### config.mk
export PLATFORM = sky130hd
export DESIGN_NAME = apb_slave_regfile
export DESIGN_NICKNAME = d
export VERILOG_FILES = /design/src/rtl/apb_slave_regfile.sv
export SDC_FILE = /design/constraint.sdc
export NUM_CORES = 1
export LEC_CHECK = 0
export ABC_CLOCK_PERIOD_IN_PS = 4850
export CORE_MARGIN = 2
export CORE_UTILIZATION = 55
export CTS_CLUSTER_DIAMETER = 80
export CTS_CLUSTER_SIZE = 12
export DETAILED_ROUTE_END_ITERATION = 8
export PLACE_DENSITY = 0.77
export SLEW_MARGIN = 20
export SYNTH_ARGS = -nofsm -noshare
export SYNTH_HDL_FRONTEND = slang
export SYNTH_SLANG_ARGS = --single-unit
### constraint.sdc
create_clock -name Pclk -period 4.85 [get_ports Pclk]
set_clock_uncertainty 0.2 [all_clocks]
set_input_delay 1.2125 -clock Pclk [delete_from_list [all_inputs] [get_ports Pclk]]
set_output_delay 1.2125 -clock Pclk [all_outputs]
set_load 0.01 [all_outputs]
### src/rtl/apb_slave_regfile.sv
// Zero-wait-state APB completer: register file with combinational read data, an APB
// phase-tracking FSM, saturating write/read counters and a sticky protocol-error flag.
`timescale 1ns/1ps
module apb_slave_regfile #(
    parameter int SEL_IDX  = 0,
    parameter int NUM_REGS = 16,
    parameter int ADDR_LSB = 2
) (
    input  logic        Pclk,
    input  logic        Preset,
    input  logic [2:0]  Pselx,
    input  logic        Penable,
    input  logic        Pwrite,
    input  logic [31:0] Paddr,
    input  logic [31:0] Pwdata,
    output logic [31:0] Prdata,
    output logic [15:0] wr_count,
    output logic [15:0] rd_count,
    output logic        proto_err
);
    localparam int IW     = $clog2(NUM_REGS);
    localparam int HI_LSB = ADDR_LSB + IW;

    typedef enum logic [1:0] {
        IDLE   = 2'd0,
        SETUP  = 2'd1,
        ACCESS = 2'd2
    } state_t;

    state_t          state_q, state_d;
    logic            sel;
    logic            hit;
    logic [IW-1:0]   idx;
    logic [31:0]     addr_q, addr_d;
    logic            wr_q, wr_d;
    logic            latch;
    logic            commit;
    logic            err_set;
    logic            proto_err_q;
    logic [15:0]     wr_cnt_q, wr_cnt_d;
    logic [15:0]     rd_cnt_q, rd_cnt_d;
    logic [NUM_REGS-1:0] reg_we;
    logic [31:0]     regs_q [NUM_REGS];
    logic            unused_bits;

    assign sel = Pselx[SEL_IDX];
    assign idx = Paddr[ADDR_LSB +: IW];
    assign hit = (Paddr[31:HI_LSB] == '0);

    // Only one select bit and the indexed/upper address bits matter here.
    assign unused_bits = ^{Pselx, Paddr};

    always_ff @(posedge Pclk) begin
        if (Preset) begin
            state_q <= IDLE;
            addr_q  <= '0;
            wr_q    <= 1'b0;
        end else begin
            state_q <= state_d;
            addr_q  <= addr_d;
            wr_q    <= wr_d;
        end
    end

    always_comb begin
        state_d = state_q;
        latch   = 1'b0;
        commit  = 1'b0;
        err_set = 1'b0;
        case (state_q)
            IDLE: begin
                if (sel && !Penable) begin
                    state_d = SETUP;
                    latch   = 1'b1;
                end else if (sel && Penable) begin
                    err_set = 1'b1;
                end
            end
            SETUP: begin
                if (sel && Penable) begin
                    if (Paddr == addr_q && Pwrite == wr_q) begin
                        commit  = 1'b1;
                        state_d = ACCESS;
                    end else begin
                        err_set = 1'b1;
                        state_d = IDLE;
                    end
                end else if (sel) begin
                    // Re-issued setup phase restarts the transfer with fresh attributes.
                    latch = 1'b1;
                end else begin
                    err_set = 1'b1;
                    state_d = IDLE;
                end
            end
            ACCESS: begin
                if (sel && !Penable) begin
                    state_d = SETUP;
                    latch   = 1'b1;
                end else if (sel && Penable) begin
                    err_set = 1'b1;
                    state_d = IDLE;
                end else begin
                    state_d = IDLE;
                end
            end
            default: state_d = IDLE;
        endcase
    end

    assign addr_d = latch ? Paddr  : addr_q;
    assign wr_d   = latch ? Pwrite : wr_q;

    generate
        for (genvar gi = 0; gi < NUM_REGS; gi++) begin : g_we
            assign reg_we[gi] = commit && wr_q && hit && (idx == IW'(gi));
        end
    endgenerate

    always_ff @(posedge Pclk) begin
        for (int i = 0; i < NUM_REGS; i++) begin
            if (Preset) begin
                regs_q[i] <= '0;
            end else if (reg_we[i]) begin
                regs_q[i] <= Pwdata;
            end
        end
    end

    // Counters count every committed transfer, hit or miss, and stick at all-ones.
    assign wr_cnt_d = (commit && wr_q && wr_cnt_q != 16'hFFFF) ? wr_cnt_q + 16'd1 : wr_cnt_q;
    assign rd_cnt_d = (commit && !wr_q && rd_cnt_q != 16'hFFFF) ? rd_cnt_q + 16'd1 : rd_cnt_q;

    always_ff @(posedge Pclk) begin
        if (Preset) begin
            wr_cnt_q    <= '0;
            rd_cnt_q    <= '0;
            proto_err_q <= 1'b0;
        end else begin
            wr_cnt_q    <= wr_cnt_d;
            rd_cnt_q    <= rd_cnt_d;
            proto_err_q <= proto_err_q | err_set;
        end
    end

    always_comb begin
        Prdata = '0;
        if (state_q == SETUP && sel && Penable && !Pwrite && hit) begin
            Prdata = regs_q[idx];
        end
    end

    assign wr_count  = wr_cnt_q;
    assign rd_count  = rd_cnt_q;
    assign proto_err = proto_err_q;
endmodule

==> results of run 1 <==
## metrics by stage
stage / utilization / instances
global placement: 0.610 / 2768
CTS: 0.640 / 2849
detailed placement: 0.610 / 2768
finish: 0.639 / 2852
floorplan: - / 2032
global route: 0.639 / 2851
## critical path: cells and delay by family
family | cells | cell delay (ps)
buf+inv | 4 | 900
simple gates | 1 | 170
mux | 2 | 1110
## worst min-delay path by stage
stage,startpoint,end,slack [ps]
after floorplan,addr_q[7],addr_q[7],240
after global placement,addr_q[26],addr_q[26],250
after detailed placement,addr_q[29],addr_q[29],260
after CTS,addr_q[29],addr_q[29],270
after global routing,addr_q[24],addr_q[24],280
final,addr_q[18],addr_q[18],260
## area by class of cell
| type | count | area, um2 | area share |
|---|---|---|---|
| Sequential cell | 580 | 16700 | 0.510 |
| Multi-Input combinational cell | 1220 | 10700 | 0.326 |
| Timing Repair Buffer | 287 | 3000 | 0.0916 |
| Clock buffer | 74 | 1450 | 0.0441 |
| Tap cell | 680 | 851 | 0.0259 |
| Clock inverter | 3 | 41.3 | 0.00126 |
| Inverter | 7 | 26.3 | 0.000801 |
| Antenna cell | 1 | 2.50 | 0.0000763 |
## routing by layer
layer	GRT usage	share of wire	up-vias	wire, um
li1	-	-	8334	-
met1	0.405	0.37	9904	29200
met2	0.481	0.48	1438	38200
met3	0.0668	0.12	193	9490
met4	0.111	0.036	0	2880
met5	0	0	-	0
## sequential cells by signal, summed over array words and instances, names as in the netlist
name       cells
wr_count      16
state_q        2
regs_q       512
rd_count      16
wr_q           1
addr_q        32
proto_err      1
## power groups by stage
stage	sequential (mW)	combinational (mW)	clock, mW
after global placement	5.80	0.954	0
after detailed placement	5.82	0.964	0
after CTS	5.71	0.965	3.86
after global routing	5.73	1.01	4.05
final	5.71	0.974	3.86
after floorplan	5.79	0.530	0
## repair_timing
action | 4_1_cts | 5_1_grt
endpoints found under the setup margin | 32 | 10
hold buffers | 0 | 0
setup buffers | 2 | 1
pin swaps | 10 | 11
cloned | 3 | 0
gates resized for setup | 131 | 39
hold endpoints to repair | 0 | 0
## cells in the final DEF (no fill, tap or decap), types with 4 or more instances in the layout
cell,n
clkbuf_1,19
nor3_1,6
clkbuf_16,55
nand4b_1,4
dfxtp_1,68
nor2_1,134
or3_1,9
nand2b_1,20
nor2b_1,43
o21ai_0,10
and4_1,6
buf_4,101
inv_1,7
nand2_1,213
a41o_2,16
or4_1,11
a21oi_1,53
clkdlybuf4s15_1,7
nand3_1,18
xnor2_1,20
nor4_2,168
mux4_2,160
nor4_1,248
xor2_1,7
buf_12,48
clkbuf_2,17
nand4_1,18
buf_16,4
edfxtp_1,512
clkdlybuf4s50_1,70
dlygate4sd2_1,13
mux2_2,5
o31ai_1,7
buf_2,20
## cells by family after synthesis
| group | synth area share |
|---|---|
| AOI/OAI and AO/OA | 0.0218 |
| xor gates and xnor gates | 0.00830 |
| buffers and inverters | 0.0422 |
| adders and majority gates | 0.000878 |
| and+or+nand+nor | 0.210 |
| muxes | 0.130 |
| DFF | 0.587 |
==> impl_metrics.yaml, run 1 <==
status:
  status: "completed"
routing:
  routed_wl_um: 79800
  vias: 19900
  dr.pass1.iters: 6
  ant_nets: 0
  drc: 0
  drt_iter0_drc: 2698
  post_drt_wl_per_cell_um: 28.0
  avgViaCountPerCell: 6.97
cells_and_area:
  fin_area_um2: 32800
  num-nets-final: 2223
  syn2layout_area_growth_pct: 15.1
  drive_gt1_frac: 0.290
  fillCellCount: 3643
setup_path:
  crit_type: "in2out"
  critPathMaxStageDelay_ps: 580
  cp-end-kind: "output pin"
  crit_slowest_cell: "mux4_2"
  cp.required_ps: 3440
  r2r_slack_ps: 1420
  r2r_start: "wr_q"
  worstReg2RegEnd: "regs_q[11][12]"
  crit_arrival_ps: 3410
  cp_cell_sequence: "clkbuf_8 -> buf_4 -> mux4_2 -> mux4_2 -> nor2b_1 -> buf_4 -> dlygate4sd2_1"
  endpoint: "Prdata[30]"
  start_kind: "input port"
  rr_worst_depth: 8
  path_max_fanout: 15
  startpoint: "Paddr[2]"
power_and_ir_drop:
  switchingPower_mw: 2.43
  p_leak_nw: 9.78
  p_seq_frac: 0.542
  power.total_mw: 10.6
  power_frac_clock: 0.366
  p_per_area_nw_per_um2: 322
  internal_power_mw: 8.12
  netSwitchingFraction: 0.230
  pwr-share-comb: 0.092
  ir_drop_mv: 0.246
sta:
  rsz0062_at_grt: "yes"
  fin_hold_ws_ps: 264
  min_period_over_period: 0.995
  worst_pin_slew_ps: 1090
  hold_viol_final: 0
  finalCriticalPeriod_ps: 4830
  max_freq_mhz: 207
  fin_setup_tns_ps: 0
  maxSlewHeadroom: 0.274
  setup_ws_ps: 23.2
  report.final.slew_viol_count: 0
  setup_viol: 0
synthesis:
  synth_nets: 2105
  netlist_top_cells_area: "edfxtp_1, mux4_2, nor4_2"
  yosysTopAreaCellShare: 0.540
  synth_edf_count: 512
  ys_async_sr_fraction: 0
  synth_common_cells: "edfxtp_1, nor4_1, nand2_1, nor4_2, mux4_2"
  yosysSeqAreaShare: 0.587
  ys_warn_count: 0
  synth_cell_types: 48
  syn_area_um2: 28500
  synthFlopType: "edfxtp_1"
  syn_avg_cell_area_um2: 14.0
  synth_top_area_cell: "edfxtp_1"
  synth_seq_cells: 580
  syn_inst: 2032
  synth.most_common_cell: "edfxtp_1"
cts:
  cts_root_buf: "clkbuf_16"
  clkTransAtPathRegs_ps: 50
  cts_max_level: 2
  cts_tree: "done"
  cts_max_path_buffers: 3
  clock-sinks: 580
  cts-buffers-inserted: 54
  clock_latency_ps: 610
global_routing:
  antenna_found_initial: 1
  grt_remaining_overflow: 0
  grt_pass1_wl_um: 120000
  grt_usage: 0.300
  grt_pass1_vias: 19900
  grt_start_max_net_pins: 230
floorplan:
  die-area_um2: 53600
  coreArea_um2: 51300
  die_h_um: 232
  initial_core_util: 0.555
  die_w_um: 232
  pin_count: 136
  num_rows: 83
flow_run:
  max_cap_viol_count: 0
min_path:
  hold_path_class: "reg2reg"
  hold_depth: 2
placement:
  pre_cts_slack_ps: -705
  dpl.hpwl_um: 44800
  place_congestion: 0.866
  io_buffers: 133
  placed_area_um2: 31300
Note: power is estimated with default switching activity, not from simulation.
==> run 2: changes to the inputs <==
CAP_MARGIN = 30   (was not set)
SKIP_CTS_REPAIR_TIMING = 1   (was not set)
==> run 2 against run 1 <==
  * Wire length up 0.48%
  * Maximum frequency up 1.4%
  * Global-route usage down 0.32 points
  * Register-to-register slack about the same
  * Cell area up 1.1%
  * Combinational power up 0.8%
  * Sequential power about the same
  * Clock power about the same
  * First-iteration DRC count down 0.67%
  * Worst hold slack better by 2.6 ps
  * Setup slack better by 65 ps
  * Largest cell class unchanged
  * Largest power group unchanged
==> impl_metrics.yaml, run 2 (synthesis gave the netlist of run 1 again) <==
power_and_ir_drop:
  pwr-share-comb: 0.093
  switchingPower_mw: 2.42
  ir_drop_mv: 0.243
  p_per_area_nw_per_um2: 318
  p_seq_frac: 0.542
  power_frac_clock: 0.365
  p_leak_nw: 10.4
  internal_power_mw: 8.13
  netSwitchingFraction: 0.229
  power.total_mw: 10.5
setup_path:
  path_max_fanout: 7
  crit_type: "in2out"
  cp-end-kind: "output pin"
  crit_arrival_ps: 3350
  start_kind: "input port"
  cp.required_ps: 3440
floorplan:
  initial_core_util: 0.555
  pin_count: 136
  die-area_um2: 53600
  die_w_um: 232
  coreArea_um2: 51300
  die_h_um: 232
  num_rows: 83
cts:
  clock-sinks: 580
  cts_root_buf: "clkbuf_16"
  clkTransAtPathRegs_ps: 50
  cts_tree: "done"
  cts-buffers-inserted: 54
  cts_max_path_buffers: 3
  cts_max_level: 2
  clock_latency_ps: 610
global_routing:
  grt_start_max_net_pins: 230
  grt_usage: 0.297
  grt_pass1_vias: 19800
  grt_pass1_wl_um: 119000
  antenna_found_initial: 3
  grt_remaining_overflow: 0
cells_and_area:
  largest_register_ffs: 512
  top_register: "regs_q"
  layout_common_cells: "edfxtp_1, nor4_1, nand2_1"
  final_common_cell: "edfxtp_1"
  n_antenna_cell: 0
  drive_gt1_frac: 0.279
  reg_top3: "regs_q x512, addr_q x32"
  syn2layout_area_growth_pct: 16.4
  num-nets-final: 2232
sta:
  setup_viol: 0
  rsz0062_at_grt: "no"
  worst_pin_slew_ps: 939
  hold_viol_final: 0
  maxSlewHeadroom: 0.374
  finalCriticalPeriod_ps: 4760
  report.final.slew_viol_count: 0
  setup_ws_ps: 88.6
  max_freq_mhz: 210
  min_period_over_period: 0.982
routing:
  dr.pass1.iters: 6
  post_drt_wl_per_cell_um: 28.0
  avgViaCountPerCell: 6.96
  drt_iter0_drc: 2680
  vias: 19900
  routed_wl_um: 80200
  ant_nets: 0
  drc: 0
placement:
  dpl.hpwl_um: 44900
  place_congestion: 0.866
  pre_cts_slack_ps: -793
  io_buffers: 133
min_path:
  hold_path_class: "reg2reg"
flow_run:
  max_cap_viol_count: 0
status:
  status: "completed"
[run 2: cell types whose count changed in the layout (fill, tap and decap cells not counted), moves of 3 or more]
cell and change:
dlymetal6s2s_1 +50, buf_2 -15, clkbuf_2 -15, dlygate4sd2_1 -13, buf_4 +7, clkdlybuf4s15_1 -7, buf_16 -3
[run 2: power groups by stage]
stage	registers, mW	logic [mW]	clock network (mW)
2_1_floorplan	5.79	0.530	0
3_3_place_gp	5.80	0.954	0
3_5_place_dp	5.82	0.964	0
4_1_cts	5.71	0.971	3.87
5_1_grt	5.73	1.02	4.05
6_report	5.71	0.982	3.85
[run 2: area by class of cell]
type | instances | area (um2)
Timing Repair Buffer | 296 | 3340
Clock inverter | 3 | 41.3
Clock buffer | 74 | 1450
Sequential cell | 580 | 16700
Fill cell | 3598 | 18100
Inverter | 7 | 26.3
Multi-Input combinational cell | 1220 | 10700
Tap cell | 680 | 851
[run 2: final timing paths]
kind | startpoint | end | slack, ps | depth (start not counted)
min reg2reg | addr_q[30] | addr_q[30] | 270 | 2
max reg2reg | wr_q | regs_q[11][9] | 1430 | 8
max | Paddr[15] | Prdata[30] | 90 | 10
min | addr_q[30] | addr_q[30] | 270 | 2
[run 2: metal layers]
| metal | part of all wire | GRT usage |
|---|---|---|
| met3 | 0.12 | 0.0637 |
| met4 | 0.039 | 0.123 |
| met1 | 0.36 | 0.396 |
| met2 | 0.48 | 0.476 |
| met5 | 0.00016 | 0 |
[run 2: critical path: stages]
cell,delay [ps]
dlymetal6s2s_1,150
nor4_4,350
nand3_4,120
or2_4,270
or4_4,520
buf_12,200
buf_4,150
nor2b_1,110
buf_4,110
dlymetal6s2s_1,140
[run 2: stage by stage]
step | setup TNS [ps] | instances | utilization | hold slack, ps | instance area, um2
detailed placement | -36310 | 2769 | 0.610 | 258 | 31300
CTS | -21810 | 2846 | 0.639 | 266 | 32800
global placement | -26330 | 2768 | 0.610 | 252 | 31300
global route | 0 | 2860 | 0.646 | 287 | 33200
finish | 0 | 2860 | 0.646 | 267 | 33200
floorplan | 0 | 2032 | - | 244 | 28500
==> run 3: changes to the inputs <==
DONT_BUFFER_PORTS = 1   (was not set)
PLACE_DENSITY = 0.73   (was 0.77)
==> run 3 against run 2 <==
  * Sequential power about the same
  * Core utilization decreased by 4.5 points
  * Cell area fell by 6.9%
  * Via count shrank 5.5%
  * Worst hold slack lost 0.86 ps
==> impl_metrics.yaml, run 3 (synthesis gave the netlist of run 1 again) <==
status:
  status: "completed"
setup_path:
  worstReg2RegEnd: "regs_q[5][17]"
  critPathMaxStageDelay_ps: 680
  endpoint: "Prdata[28]"
  path_common_cell: "buf_4"
  r2r_start: "wr_q"
  crit_type: "in2out"
  cp_cell_sequence: "nor4_1 -> nand4_1 -> or2_4 -> or4_2 -> buf_12 -> nor2b_2 -> buf_4 -> buf_4"
  startpoint: "Paddr[26]"
  cp-end-kind: "output pin"
  cp.required_ps: 3440
  crit_arrival_ps: 3270
  r2r_slack_ps: 1250
  rr_worst_depth: 9
  crit_slowest_cell: "or4_2"
  path_max_fanout: 32
  start_kind: "input port"
cells_and_area:
  reg_top3: "regs_q x512, addr_q x32"
  final_common_cell: "edfxtp_1"
  layout_common_cells: "edfxtp_1, nor4_1, nand2_1"
  fin_cells: 2651
  num-nets-final: 2034
  drive_gt1_frac: 0.267
  postLayoutCoreUtil: 0.602
  top_register: "regs_q"
  n_antenna_cell: 0
  syn2layout_area_growth_pct: 8.37
  fillCellCount: 3881
  largest_register_ffs: 512
placement:
  place_congestion: 0.853
  place_inst: 2582
  io_buffers: 0
  pre_cts_slack_ps: 79.4
  dpl.hpwl_um: 40800
floorplan:
  die_h_um: 232
  initial_core_util: 0.555
  pin_count: 136
  die_w_um: 232
  num_rows: 83
  coreArea_um2: 51300
  die-area_um2: 53600
sta:
  fin_hold_ws_ps: 266
  min_period_over_period: 0.966
  worst_pin_slew_ps: 1010
  finalCriticalPeriod_ps: 4690
  max_freq_mhz: 213
  setup_viol: 0
  report.final.slew_viol_count: 0
  maxSlewHeadroom: 0.330
  rsz0062_at_grt: "no"
  setup_ws_ps: 164
  hold_viol_final: 0
  fin_setup_tns_ps: 0
flow_run:
  max_cap_viol_count: 0
power_and_ir_drop:
  pwr-share-comb: 0.070
  p_leak_nw: 8.77
  ir_drop_mv: 0.268
  p_seq_frac: 0.556
  internal_power_mw: 8.04
  netSwitchingFraction: 0.217
  power_frac_clock: 0.374
  switchingPower_mw: 2.23
  p_per_area_nw_per_um2: 333
cts:
  clock-sinks: 580
  clock_latency_ps: 600
  cts-buffers-inserted: 54
  cts_max_path_buffers: 3
  cts_max_level: 2
  cts_root_buf: "clkbuf_16"
  cts_tree: "done"
  clkTransAtPathRegs_ps: 60
routing:
  drc: 0
  dr.pass1.iters: 5
  avgViaCountPerCell: 7.10
  routed_wl_um: 76700
  vias: 18800
  ant_nets: 0
  drt_iter0_drc: 2749
  post_drt_wl_per_cell_um: 28.9
global_routing:
  grt_usage: 0.288
  grt_remaining_overflow: 0
  grt_pass1_wl_um: 116000
  grt_pass1_vias: 18700
  antenna_found_initial: 2
  grt_start_max_net_pins: 135
min_path:
  hold_path_class: "reg2reg"
==> run 3: cell count changes in the layout (fill, tap and decap cells not counted), moves of 5 or more <==
cell             before  now
buf_12               49   28
buf_2                 5    0
buf_4               108   66
clkbuf_1             19    6
clkdlybuf4s50_1      70    0
dlymetal6s2s_1       52    0
nor4_1              246  252
==> run 3: worst min-delay path by stage <==
stage	end	cells after the start	slack (ps)	startpoint
after global routing	addr_q[27]	2	280	addr_q[27]
after global placement	addr_q[13]	2	250	addr_q[13]
after detailed placement	addr_q[6]	2	260	addr_q[6]
after CTS	addr_q[6]	2	260	addr_q[6]
final	addr_q[26]	2	270	addr_q[26]
after floorplan	addr_q[7]	2	240	addr_q[7]
==> run 3: stage by stage <==
| stage | total power, mW | instance area, um2 |
|---|---|---|
| after floorplan | 6.32 | 28500 |
| after global placement | 6.50 | 29300 |
| after detailed placement | 6.53 | 29300 |
| after CTS | 10.3 | 30800 |
| after global routing | 10.5 | 30900 |
| final | 10.3 | 30900 |
==> run 3: metal layers <==
metal	track usage	wire length (um)
met3	0.0595	8380
met2	0.460	36700
met1	0.392	28700
met5	0	44
met4	0.113	2920
==> run 3: layout make-up <==
type | count | area, um2 | share of cell area
Sequential cell | 580 | 16700 | 0.542
Multi-Input combinational cell | 1220 | 10600 | 0.345
Clock buffer | 62 | 1400 | 0.0454
Timing Repair Buffer | 98 | 1150 | 0.0374
Tap cell | 680 | 851 | 0.0276
Clock inverter | 4 | 63.8 | 0.00207
Inverter | 7 | 26.3 | 0.000851
==> run 3: worst max-delay path, delay by kind of cell <==
family | cells | cell delay (ps)
buf+inv | 3 | 430
simple gates | 5 | 1620
==> run 3: power groups by stage <==
stage | Combinational [mW] | Clock, mW | Sequential (mW)
floorplan | 0.530 | 0 | 5.79
global placement | 0.701 | 0 | 5.80
detailed placement | 0.711 | 0 | 5.82
CTS | 0.715 | 3.88 | 5.71
global route | 0.748 | 4.04 | 5.73
finish | 0.721 | 3.84 | 5.71
==> RTL change 1 (config.mk and constraints of run 2) <==
The parameter `NUM_REGS` goes from 16 to 8.
--- a/src/rtl/apb_slave_regfile.sv
+++ b/src/rtl/apb_slave_regfile.sv
@@ -5,3 +5,3 @@
     parameter int SEL_IDX  = 0,
-    parameter int NUM_REGS = 16,
+    parameter int NUM_REGS = 8,
     parameter int ADDR_LSB = 2
Function: changed (Yosys sat finds a counterexample within 4 cycles, from zero or initial values and one cycle with Preset high).
==> RTL change 1 against run 2 <==
  * Combinational power decreased by 50%
  * Highest routed layer is now met4
  * Sequential power decreased by 45%
  * Wire length decreased by 55%
  * Non-clock buffer count decreased by 103
  * Sequential cell count decreased by 256
  * Synthesized area decreased by 47%
  * Final area decreased by 46%
  * Total power decreased by 45%
  * Fmax decreased by 0.47%
  * Worst setup slack got worse by 0.022 ns
  * Largest power group unchanged
  * Clock power decreased by 45%
  * Register-to-register slack improved by 0.34 ns
==> RTL change 1: results (changes against run 2) <==
outcome:
  outcome: "finished, final reports clean"
worst_setup_path:
  cp_max_fo: 32  # +25
  r2r_start: "addr_q[1]$_SDFFE_PP0P_"
  setup.worst_path.start: "Paddr[6]"
  cp_slowest_stage_delay_ns: 0.54  # +0.02 ns
  slowest_stage: "clkdlybuf4s50_1"
  arrival_ns: 3.37  # +0.02 ns
  crit_family: "buffers and inverters"
yosys:
  synth_commonest_cells: "299 x nor2_1, 256 x edfxtp_1, 84 x nand2_1"
  synth_area_leaders: "edfxtp_1 51%, mux4_2 9.5%, dfxtp_1 9.0%"
  yosysSeqAreaShare_pct: 59.8  # +1.0 points
  synthArstFlopShare_pct: 0  # unchanged
  synth_edf_count: 256  # -50%
  ys_types: 47  # -2.1%
placed_design:
  finalWeightedCongestion: 0.803  # -7.3%
  placed_area_sq_um: 17000  # -46%
  portBuffers: 133  # unchanged
  dpl_worst_slack_ns: 0.0360  # +0.829 ns
  dp_hpwl_um: 22200  # -51%
grt:
  track_usage_pct: 25.5  # -4.2 points
  grt_first_pass_wirelength_um: 56600  # -53%
  grt_max_degree: 43  # -81%
  antenna_found_initial: 0  # -3
  grt-ovfl-total: 0  # unchanged
  grt_pass1_vias: 10405  # -47%
cells_and_area:
  antennaDiodeCount: 0  # unchanged
  reg.largest.list: "regs_q (256), addr_q (32)"
  fill_cells: 1959  # -46%
  nets: 1445  # -35%
  drive_gt1_share_pct: 15.0  # -13 points
power_and_ir_drop:
  peakVddDrop_v: 0.000271  # +12%
  p_int_mw: 4.50  # -45%
  p_leak_nw: 6.30  # -40%
sta:
  worstMarginPinSlew_ns: 0.698  # -0.241 ns
clocking:
  h-tree-depth: 1  # -1
  clk_latency_ns: 0.56  # -0.05 ns
  numCtsBuffers: 30  # -44%
  cts-root-buf: "clkbuf_16"
route:
  firstDrtPassIters: 5  # -1
  drt_iter0_markers: 860  # -68%
  routedWlPerCell_um: 20.7  # -26%
  avgViaCountPerCell: 5.89  # -15%
min_path:
  hold_class: "reg -> reg"
  hold_start: "addr_q[7]$_SDFFE_PP0P_"
-- RTL change 1: layout make-up --
cell class,count,share of cell area (%)
sequential,324,50.5
multi-input combinational,810,30.8
timing repair buffer,193,11.2
clock buffer,54,4.70
tap,341,2.38
inverter,13,0.273
clock inverter,1,0.0909
-- RTL change 1: metal layers --
metal  wire, um  GRT usage, %  vias up
met1      14600          34.0     5053
met2      18000          44.3      384
li1           -             -     4739
met4        709          5.91        0
met5          0             0        -
met3       2600          4.00       50
-- RTL change 1: worst min-delay path: cells and delay by family (launching register included) --
| family | cells | cell delay [ns] |
|---|---|---|
| compound gates | 1 | 0.05 |
| flops | 1 | 0.32 |
| simple gates | 1 | 0.05 |
-- RTL change 1: path summary, 6_finish.rpt --
check / end / slack (ns)
worst min register to register: addr_q[7]$_SDFFE_PP0P_ / 0.27
worst max register to register: regs_q[5][8]$_SDFFCE_PN0P_ / 1.77
worst min-delay path: addr_q[7]$_SDFFE_PP0P_ / 0.27
worst max-delay path: Prdata[12] / 0.07
-- RTL change 1: power by group through the flow --
stage	combinational (mW)	sequential, mW	clock, mW
after global routing	0.526	3.16	2.27
after CTS	0.491	3.15	2.17
after global placement	0.483	3.20	0
final	0.489	3.15	2.13
after detailed placement	0.490	3.21	0
after floorplan	0.296	3.19	0
-- RTL change 1: stage by stage --
stage | util, % | cells
final | 66.2 | 1736
after global routing | 66.2 | 1736
after CTS | 66.0 | 1736
after detailed placement | 62.9 | 1681
after global placement | 62.8 | 1680
after floorplan | - | 1254
-- RTL change 1: logic make-up after synthesis --
group / share of synthesized area, %
AND/OR/NAND/NOR: 19.2
multiplexers: 12.2
XOR/XNOR: 1.39
AO/OA/AOI/OAI: 3.22
adder cells (fa/ha/maj): 0.165
buffers and inverters: 3.99
flip-flops: 59.8
==> RTL change 2 (flow settings as in run 2) <==
Without the edit above. The 3 states of `state_t` get a one-hot encoding in 3 bits.
--- a/src/rtl/apb_slave_regfile.sv
+++ b/src/rtl/apb_slave_regfile.sv
@@ -23,6 +23,6 @@
 
-    typedef enum logic [1:0] {
-        IDLE   = 2'd0,
-        SETUP  = 2'd1,
-        ACCESS = 2'd2
+    typedef enum logic [2:0] {
+        IDLE   = 3'b001,
+        SETUP  = 3'b010,
+        ACCESS = 3'b100
     } state_t;
Behaviour: no difference found for any inputs over 4 cycles, from zero or initial values and one cycle with Preset high; so few cycles prove little.
==> RTL change 2 against run 2 <==
  * The flow now finishes with violations (design-rule violations)
  * Worst setup slack improved by 0.20 ns
  * Synthesized area decreased by 8.5%
  * Critical path depth decreased by 4
  * Largest power group unchanged
  * Fmax increased by 4.4%
  * Total power decreased by 1.6%
  * Sequential cell count increased by 1
  * Wire length decreased by 17%
  * Clock power decreased by 2%
  * Final area decreased by 8.8%
==> RTL change 2: results (changes against run 2) <==
worst_setup_path:
  slowest_stage: "mux4_2"
  cp_slowest_stage_delay_ns: 0.55  # +0.03 ns
  cp_max_fo: 22  # +15
  arrival_ns: 3.15  # -0.20 ns
yosys:
  syn-num-nets: 1997  # -5.1%
  ys_types: 45  # -6.3%
  yosysWarnings: 0  # unchanged
  synth_commonest_cells: "563 x nor2_1, 512 x edfxtp_1, 160 x mux4_2"
  synthFlopType: "edfxtp_1"
  synth_edf_count: 512  # unchanged
  yosysSeqAreaShare_pct: 64.3  # +5.5 points
  synth_area_leaders: "edfxtp_1 59%, mux4_2 14%, nor2_1 8.1%"
cells_and_area:
  reg.largest.list: "regs_q (512), addr_q (32)"
  antennaDiodeCount: 0  # unchanged
  drive_gt1_share_pct: 17.7  # -10 points
  fill_cells: 3237  # -10%
  nets: 2152  # -3.6%
route:
  met3_length_um: 6360  # -34%
  vias: 16905  # -15%
  top_layer_used: "met4"
  drt_iter0_markers: 2043  # -24%
  firstDrtPassIters: 7  # +1
  routedWlPerCell_um: 24.7  # -12%
  route.detailed.drc: 8  # +8
  wl_met1_um: 24700  # -16%
  wl_met2_um: 33400  # -12%
grt:
  grt-ovfl-total: 0  # unchanged
  grt_first_pass_wirelength_um: 101000  # -15%
  grt_max_degree: 129  # -44%
  antenna_found_initial: 0  # -3
  track_usage_pct: 27.4  # -2.3 points
clocking:
  numCtsBuffers: 54  # unchanged
  h-tree-depth: 2  # unchanged
  cts-root-buf: "clkbuf_16"
  cts_buffer_depth: 3  # unchanged
  clk_pin_slew_worst_paths_ns: 0.06
power_and_ir_drop:
  p_leak_nw: 10.1  # -3.0%
  peakVddDrop_v: 0.000249  # +2.6%
outcome:
  violations: "design-rule violations"
  outcome: "complete, but fails checks"
placed_design:
  dp_hpwl_um: 38200  # -15%
  portBuffers: 133  # unchanged
  finalWeightedCongestion: 0.806  # -7.0%
min_path:
  hold_class: "reg -> reg"
sta:
  worstMarginPinSlew_ns: 1.01  # +0.0747 ns
-- RTL change 2: cell types whose count changed in the layout (fill, tap and decap cells not counted), moves of 23 or more --
cell / run 2 / this run
nor2_1: 134 / 562
nor4_1: 246 / 13
nor4_2: 169 / 3
nand2_1: 214 / 146
mux2i_1: 2 / 32
a21oi_1: 53 / 26
buf_4: 108 / 81
nor2b_1: 44 / 71
clkdlybuf4s50_1: 70 / 95
buf_12: 49 / 26
-- RTL change 2: where the power goes --
part	internal [mW]	switching [mW]	leakage [nW]	total (mW)
registers	5.66	0.0717	5.42	5.73
clock network	2.05	1.73	0.709	3.78
logic	0.418	0.458	4.00	0.876
total	8.12	2.26	10.1	10.4
-- RTL change 2: metal layers --
metal	global-route usage [%]	vias up
met5	0	-
met4	10.9	0
met3	4.33	163
met2	46.5	963
met1	35.7	8467
li1	-	7312
-- RTL change 2: final timing paths --
| path | depth (start not counted) | startpoint | slack [ns] | endpoint |
|---|---|---|---|---|
| hold reg to reg | 2 | wr_count[15]$_SDFFE_PP0P_ | 0.31 | wr_count[15]$_SDFFE_PP0P_ |
| setup / recovery | 6 | Paddr[2] | 0.29 | Prdata[22] |
| hold / removal | 2 | wr_count[15]$_SDFFE_PP0P_ | 0.31 | wr_count[15]$_SDFFE_PP0P_ |
| setup reg to reg | 10 | state_q[1]$_SDFFE_PP0P_ | 1.34 | regs_q[3][22]$_SDFFCE_PN0P_ |
-- RTL change 2: logic make-up after synthesis --
group	after synthesis	synth area share [%]
AND/OR/NAND/NOR	888	14.7
flip-flops	581	64.3
multiplexers	198	15.3
buffers and inverters	147	2.72
AO/OA/AOI/OAI	73	1.74
XOR/XNOR	35	1.18
adder cells (fa/ha/maj)	2	0.0960
-- RTL change 2: final cells by class --
cell class,count,area share [%]
flip-flops and latches,581,55.4
multi-input cells,1196,28.8
clock inverters,2,0.0579
well taps,607,2.51
inverters,7,0.0869
repair buffers,239,8.36
clock buffers,74,4.79
-- RTL change 2: through the flow --
stage	instance area, sq um	utilization [%]	power [mW]	worst slack, ns	cells
6_report	30200	64.8	10.4	0.290	2706
5_1_grt	30200	64.8	10.6	0.219	2706
4_1_cts	30100	64.6	10.4	-0.208	2704
3_3_place_gp	28700	61.4	6.66	-0.200	2628
3_5_place_dp	28700	61.4	6.70	-0.181	2628
2_1_floorplan	26100	-	6.32	0.244	1924
-- RTL change 2: worst max-delay path: cells and delay by family --
family | cells | cell delay [ns]
AND/OR/NAND/NOR | 1 | 0.16
buffers and inverters | 3 | 0.66
multiplexers | 2 | 1.07
